<file path="src/rtl/stall_unit.sv">
// Pipeline hazard and memory-wait control: freezes the pipeline on data-memory
// waits, flushes on taken branches, inserts a bubble on load-use hazards.
module stall_unit #(
  parameter int unsigned TIMEOUT = 255,
  parameter int unsigned CNT_W   = 16
) (
  input  logic             clk,
  input  logic             arst_n,
  input  logic             mem_read_ID_EXE,
  input  logic [4:0]       regfile_waddr_ID_EXE,
  input  logic [4:0]       instruction_IF_ID_Rs,
  input  logic [4:0]       instruction_IF_ID_Rt,
  input  logic             uses_rt_IF_ID,
  input  logic             branch_taken_EXE_MEM,
  input  logic             mem_access_EXE_MEM,
  input  logic             dmem_ready,
  output logic             pc_write,
  output logic             if_id_write,
  output logic             pipe_write,
  output logic             id_exe_bubble,
  output logic             flush,
  output logic             mem_error,
  output logic [CNT_W-1:0] stall_cycles
);

  typedef enum logic [1:0] {
    RUN      = 2'd0,
    MEM_WAIT = 2'd1,
    ERROR    = 2'd2
  } state_t;

  localparam logic [15:0]      WAIT_LAST = 16'(TIMEOUT - 1);
  localparam logic [CNT_W-1:0] CNT_MAX   = {CNT_W{1'b1}};
  localparam logic [CNT_W-1:0] CNT_ONE   = {{(CNT_W-1){1'b0}}, 1'b1};

  state_t             state_r;
  logic [15:0]        wait_cnt_r;
  logic [CNT_W-1:0]   stall_cnt_r;
  logic               mem_error_r;
  logic               freeze_s;
  logic               hazard_s;

  // Freeze and load-use hazard detection
  always_comb begin
    freeze_s = 1'b1;
    case (state_r)
      RUN:      freeze_s = mem_access_EXE_MEM & ~dmem_ready;
      MEM_WAIT: freeze_s = ~dmem_ready;
      ERROR:    freeze_s = 1'b1;
      default:  freeze_s = 1'b1;
    endcase
    hazard_s = mem_read_ID_EXE && (regfile_waddr_ID_EXE != 5'd0) &&
               ((regfile_waddr_ID_EXE == instruction_IF_ID_Rs) ||
                (uses_rt_IF_ID && (regfile_waddr_ID_EXE == instruction_IF_ID_Rt)));
  end

  // Pipeline enables, priority freeze > branch flush > load-use > normal
  always_comb begin
    pc_write      = 1'b1;
    if_id_write   = 1'b1;
    pipe_write    = 1'b1;
    id_exe_bubble = 1'b0;
    flush         = 1'b0;
    if (freeze_s) begin
      pc_write    = 1'b0;
      if_id_write = 1'b0;
      pipe_write  = 1'b0;
    end else if (branch_taken_EXE_MEM) begin
      flush = 1'b1;
    end else if (hazard_s) begin
      pc_write      = 1'b0;
      if_id_write   = 1'b0;
      id_exe_bubble = 1'b1;
    end else begin
      flush = 1'b0;
    end
  end

  // Memory-wait FSM with timeout into a reset-only error state
  always_ff @(posedge clk or negedge arst_n) begin
    if (!arst_n) begin
      state_r     <= RUN;
      wait_cnt_r  <= 16'd0;
      mem_error_r <= 1'b0;
    end else begin
      case (state_r)
        RUN: begin
          wait_cnt_r <= 16'd0;
          if (mem_access_EXE_MEM && !dmem_ready) begin
            state_r <= MEM_WAIT;
          end
        end
        MEM_WAIT: begin
          if (dmem_ready) begin
            state_r    <= RUN;
            wait_cnt_r <= 16'd0;
          end else if (wait_cnt_r == WAIT_LAST) begin
            state_r     <= ERROR;
            wait_cnt_r  <= wait_cnt_r + 16'd1;
            mem_error_r <= 1'b1;
          end else begin
            wait_cnt_r <= wait_cnt_r + 16'd1;
          end
        end
        ERROR: begin
          mem_error_r <= 1'b1;
        end
        default: begin
          state_r    <= RUN;
          wait_cnt_r <= 16'd0;
        end
      endcase
    end
  end

  // Saturating count of cycles in which the PC is held
  always_ff @(posedge clk or negedge arst_n) begin
    if (!arst_n) begin
      stall_cnt_r <= '0;
    end else if (!pc_write && (stall_cnt_r != CNT_MAX)) begin
      stall_cnt_r <= stall_cnt_r + CNT_ONE;
    end
  end

  assign mem_error    = mem_error_r;
  assign stall_cycles = stall_cnt_r;

endmodule
</file>
<file path="config.mk">
export PLATFORM = sky130hd
export DESIGN_NAME = stall_unit
export DESIGN_NICKNAME = d
export VERILOG_FILES = /design/src/rtl/stall_unit.sv
export SDC_FILE = /design/constraint.sdc
export NUM_CORES = 1
export LEC_CHECK = 0
export ABC_CLOCK_PERIOD_IN_PS = 2500
export BUFFER_PORTS_ARGS = -buffer_cell sky130_fd_sc_hd__buf_2
export CORE_MARGIN = 5
export CORE_UTILIZATION = 40
export DETAILED_ROUTE_END_ITERATION = 10
export GPL_TIMING_DRIVEN = 0
export PLACE_DENSITY = 0.68
export SETUP_SLACK_MARGIN = 0.5
export SLEW_MARGIN = 10
export SYNTH_ARGS = -nofsm -noshare
export SYNTH_HDL_FRONTEND = slang
export SYNTH_SLANG_ARGS = --single-unit
</file>
<file path="constraint.sdc">
create_clock -name clk -period 2.5 [get_ports clk]
set_clock_uncertainty 0.1 [all_clocks]
set_input_delay 0.375 -clock clk [delete_from_list [all_inputs] [get_ports clk]]
set_output_delay 0.375 -clock clk [all_outputs]
set_load 0.03 [all_outputs]
</file>
==> results.py <==
metrics = {
    "place": {
        "buffer_ports.inserted": 43,
        "hpwl_um": 3229,
        "globalplace.congestion": 0.8501,
    },
    "route": {
        "routed_wire_length_per_instance_um": 13.99,
        "dr_total_vias": 1861,
        "detail-route-antenna-nets": 0,
        "post-route-drc-count": 0,
        "drtPass1Iterations": 4,
        "drt-initial-drc-count": 41,
        "avgViaCountPerCell": 5.332,
        "totalWireLength_um": 4883,
    },
    "synth": {
        "post-synth-top-area-fraction": 0.4361,
        "synthDistinctLibCells": 45,
        "ys.warnings.count": 0,
        "synth_area_leader_cell": "sky130_fd_sc_hd__dfrtp_1",
        "synth_sequential_area_ratio": 0.4361,
        "yosys-top-cells-area": "sky130_fd_sc_hd__dfrtp_1 (44%), sky130_fd_sc_hd__o21ai_0 (5.7%), sky130_fd_sc_hd__nand2_1 (4.9%)",
        "synth_flop_cell": "sky130_fd_sc_hd__dfrtp_1",
        "post_synth_instance_area_mm2": 0.002008,
        "ys_async_sr_fraction": 1.000,
        "synth.avg_cell_area_um2": 9.297,
        "synthesis.instances": 216,
        "syn-num-nets": 241,
        "count_of_flip_flops_with_a_built_in_enable_after_synthesis": 0,
        "synth-seq-cells": 35,
    },
    "clocking": {
        "clkLatencyLatePin_ps": 290,
        "clk_pin_slew_ps": 70,
        "htree_levels": 2,
        "clk_root_buffer_cell": "sky130_fd_sc_hd__clkbuf_8",
        "clock-sinks": 35,
        "numCtsBuffers": 5,
        "cts.path.max_buffers": 2,
        "cts.hold.buffers_added": 0,
        "cts_tree": "done",
    },
    "timing": {
        "grt_setup_unrepaired": "true",
        "worstMarginPinSlew_ps": 760.0,
        "final.setup.tns_ps": 0,
        "fin_hold_ws_ps": 56.21,
        "final.min_clock_period_ps": 2118,
        "finalSetupViolCount": 0,
        "fmax_mhz": 472.1,
        "report.final.slew_viol_count": 0,
        "slew-limit-headroom": 0.4933,
        "final.period_utilization": 0.8472,
        "final_hold_violation_count": 0,
    },
    "cells_and_area": {
        "sequential_cell_area_um2": 879.6,
        "final.fill_count": 427,
        "multiInputGateArea_mm2": 0.001180,
        "net_count_of_the_finished_layout": 306,
        "share_of_cells_above_drive_strength_1": 0.3475,
        "layout_common_cells": "sky130_fd_sc_hd__buf_2 (39), sky130_fd_sc_hd__dfrtp_1 (32), sky130_fd_sc_hd__nand2_1 (25), sky130_fd_sc_hd__o21ai_0 (23), sky130_fd_sc_hd__buf_4 (16)",
        "num_antenna_cells": 0,
        "syn_to_final_growth_pct": 33.77,
        "mostFrequentLayoutCell": "sky130_fd_sc_hd__buf_2",
    },
    "die": {
        "core_mm2": 0.004786,
        "row_count": 25,
        "width_of_the_die_um": 80.86,
        "initial_core_util": 0.4196,
        "die-height_um": 80.86,
        "area_of_the_die_mm2": 0.006538,
        "i_o_pins": 44,
    },
    "job": {
        "max_cap_violations": 0,
    },
    "setup_path": {
        "worst-setup-path-type": "primary input to output port",
        "startpoint_type": "primary input",
        "crit_fanout": 3,
        "crit_slowest_cell": "sky130_fd_sc_hd__or4_4",
        "endpoint_kind": "output port",
        "cp_data_required_time_ps": 2030,
        "crit_chain": "buf_8, or4_4, nor2_4, nor3b_4, a21oi_4, buf_8, buf_6, buf_6",
        "worstPathArrival_ps": 1640,
        "timing.critical_path.slowest_cell_delay_ps": 540,
    },
    "power": {
        "p_comb_frac": 0.397,
        "fin_total_pwr_mw": 2.125,
        "worst_ir_drop_vdd_mv": 0.4265,
        "power.density_mw_per_mm2": 791.0,
        "leakagePower_nw": 1.251,
        "p_sw_frac": 0.3799,
        "power.net_switching_uw": 807.4,
        "internal_power_mw": 1.318,
        "clock_power_share": 0.250,
        "p_seq_frac": 0.353,
    },
    "outcome": {
        "run_status": "complete, no violations",
    },
    "worst_hold_path": {
        "worst_hold_path_type": "primary input to async pin",
    },
    "global_routing": {
        "grt_pass1_wl_um": 7817,
        "grt_start_max_net_pins": 36,
        "grt_remaining_overflow": 0,
        "via_count_of_the_first_global_routing_pass": 1719,
        "track_usage": 0.1512,
        "antenna_violations_before_repair": 0,
    },
}
-- registers in the layout (all words and copies together), names as in the netlist --
signal and cells:
mem_error 1, stall_cycles 16, state_r 2, wait_cnt_r 16
-- final timing paths --
check	from	end	slack, ps	cells past startpoint
setup / recovery	regfile_waddr_ID_EXE[2]	pc_write	380	8
max in group asynchronous	arst_n	wait_cnt_r[0]$_DFFE_PN0N_	1710	1
min in group clk	dmem_ready	state_r[0]$_DFFE_PN0P_	200	2
hold reg to reg	mem_error$_DFFE_PN0P_	mem_error$_DFFE_PN0P_	370	1
hold / removal	arst_n	stall_cycles[5]$_DFFE_PN0P_	60	1
setup reg to reg	stall_cycles[1]$_DFFE_PN0P_	stall_cycles[1]$_DFFE_PN0P_	520	6
-- worst max-delay path, delay by kind of cell --
kind            cells  cell delay [ps]
simple gates        3              710
compound gates      1              150
buf+inv             4              410
-- cells in the mapped netlist, types with 2 or more instances --
cell	count
sky130_fd_sc_hd__a21oi_1	3
sky130_fd_sc_hd__o21ai_0	23
sky130_fd_sc_hd__nor2_1	15
sky130_fd_sc_hd__mux2i_1	2
sky130_fd_sc_hd__a31oi_1	5
sky130_fd_sc_hd__nor3b_1	2
sky130_fd_sc_hd__a21o_1	3
sky130_fd_sc_hd__nor3_2	2
sky130_fd_sc_hd__nor3_1	6
sky130_fd_sc_hd__nand2_1	26
sky130_fd_sc_hd__xnor2_1	11
sky130_fd_sc_hd__dfrtp_1	35
sky130_fd_sc_hd__clkbuf_1	4
sky130_fd_sc_hd__o31ai_1	4
sky130_fd_sc_hd__and4_1	3
sky130_fd_sc_hd__ha_1	3
sky130_fd_sc_hd__nand3_1	10
sky130_fd_sc_hd__mux2_1	2
sky130_fd_sc_hd__or2_2	2
sky130_fd_sc_hd__and2_1	3
sky130_fd_sc_hd__and3_1	9
sky130_fd_sc_hd__nor4_1	3
sky130_fd_sc_hd__o41ai_1	2
sky130_fd_sc_hd__nand4_1	7
sky130_fd_sc_hd__xor2_1	8
sky130_fd_sc_hd__inv_1	4
-- metal layers --
metal,GRT usage,wire length (um),up-vias
li1,-,-,908
met1,0.1797,2170,892
met2,0.2619,2416,54
met3,0.03880,245,7
met4,0.05574,51,0
met5,0,0,-
-- cell type report --
class,count,area share
Buffer,7,0.01770
Tap cell,67,0.03121
Timing Repair Buffer,58,0.1351
Inverter,4,0.005589
Sequential cell,35,0.3274
Clock inverter,2,0.01304
Clock buffer,6,0.03074
Multi-Input combinational cell,170,0.4392
-- power by group through the flow --
stage / registers (mW) / clock network (mW) / logic [mW]
after floorplan: 0.865 / 0 / 0.387
after global placement: 0.760 / 0 / 0.695
after detailed placement: 0.763 / 0 / 0.707
after CTS: 0.748 / 0.544 / 0.767
after global routing: 0.762 / 0.571 / 0.909
final: 0.751 / 0.530 / 0.844
-- kinds of logic (layout without fill, tap and decap cells) --
logic type / Yosys count / count (layout) / share of synthesized area
xor+xnor: 19 / 19 / 0.08287
compound gates: 46 / 46 / 0.1427
mux: 6 / 6 / 0.03426
simple gates: 96 / 96 / 0.2586
fa+ha+maj: 3 / 3 / 0.01869
flops: 35 / 35 / 0.4361
buf+inv: 11 / 77 / 0.02679
-- stage by stage --
step,worst slack (ps),cell area (um2),util,std cells
floorplan,413.3,2029,-,216
detailed placement,97.33,2328,0.4865,326
finish,381.9,2686,0.5613,349
global placement,95.26,2328,0.4865,326
CTS,335.5,2536,0.5299,339
global route,333.4,2686,0.5613,349
-- timing repair --
action,in CTS,in global routing
cloned,0,0
setup buffers,5,10
resized for setup,13,20
pin swaps,4,7
setup endpoints to repair,14,25
(Power assumes the default switching activity.)
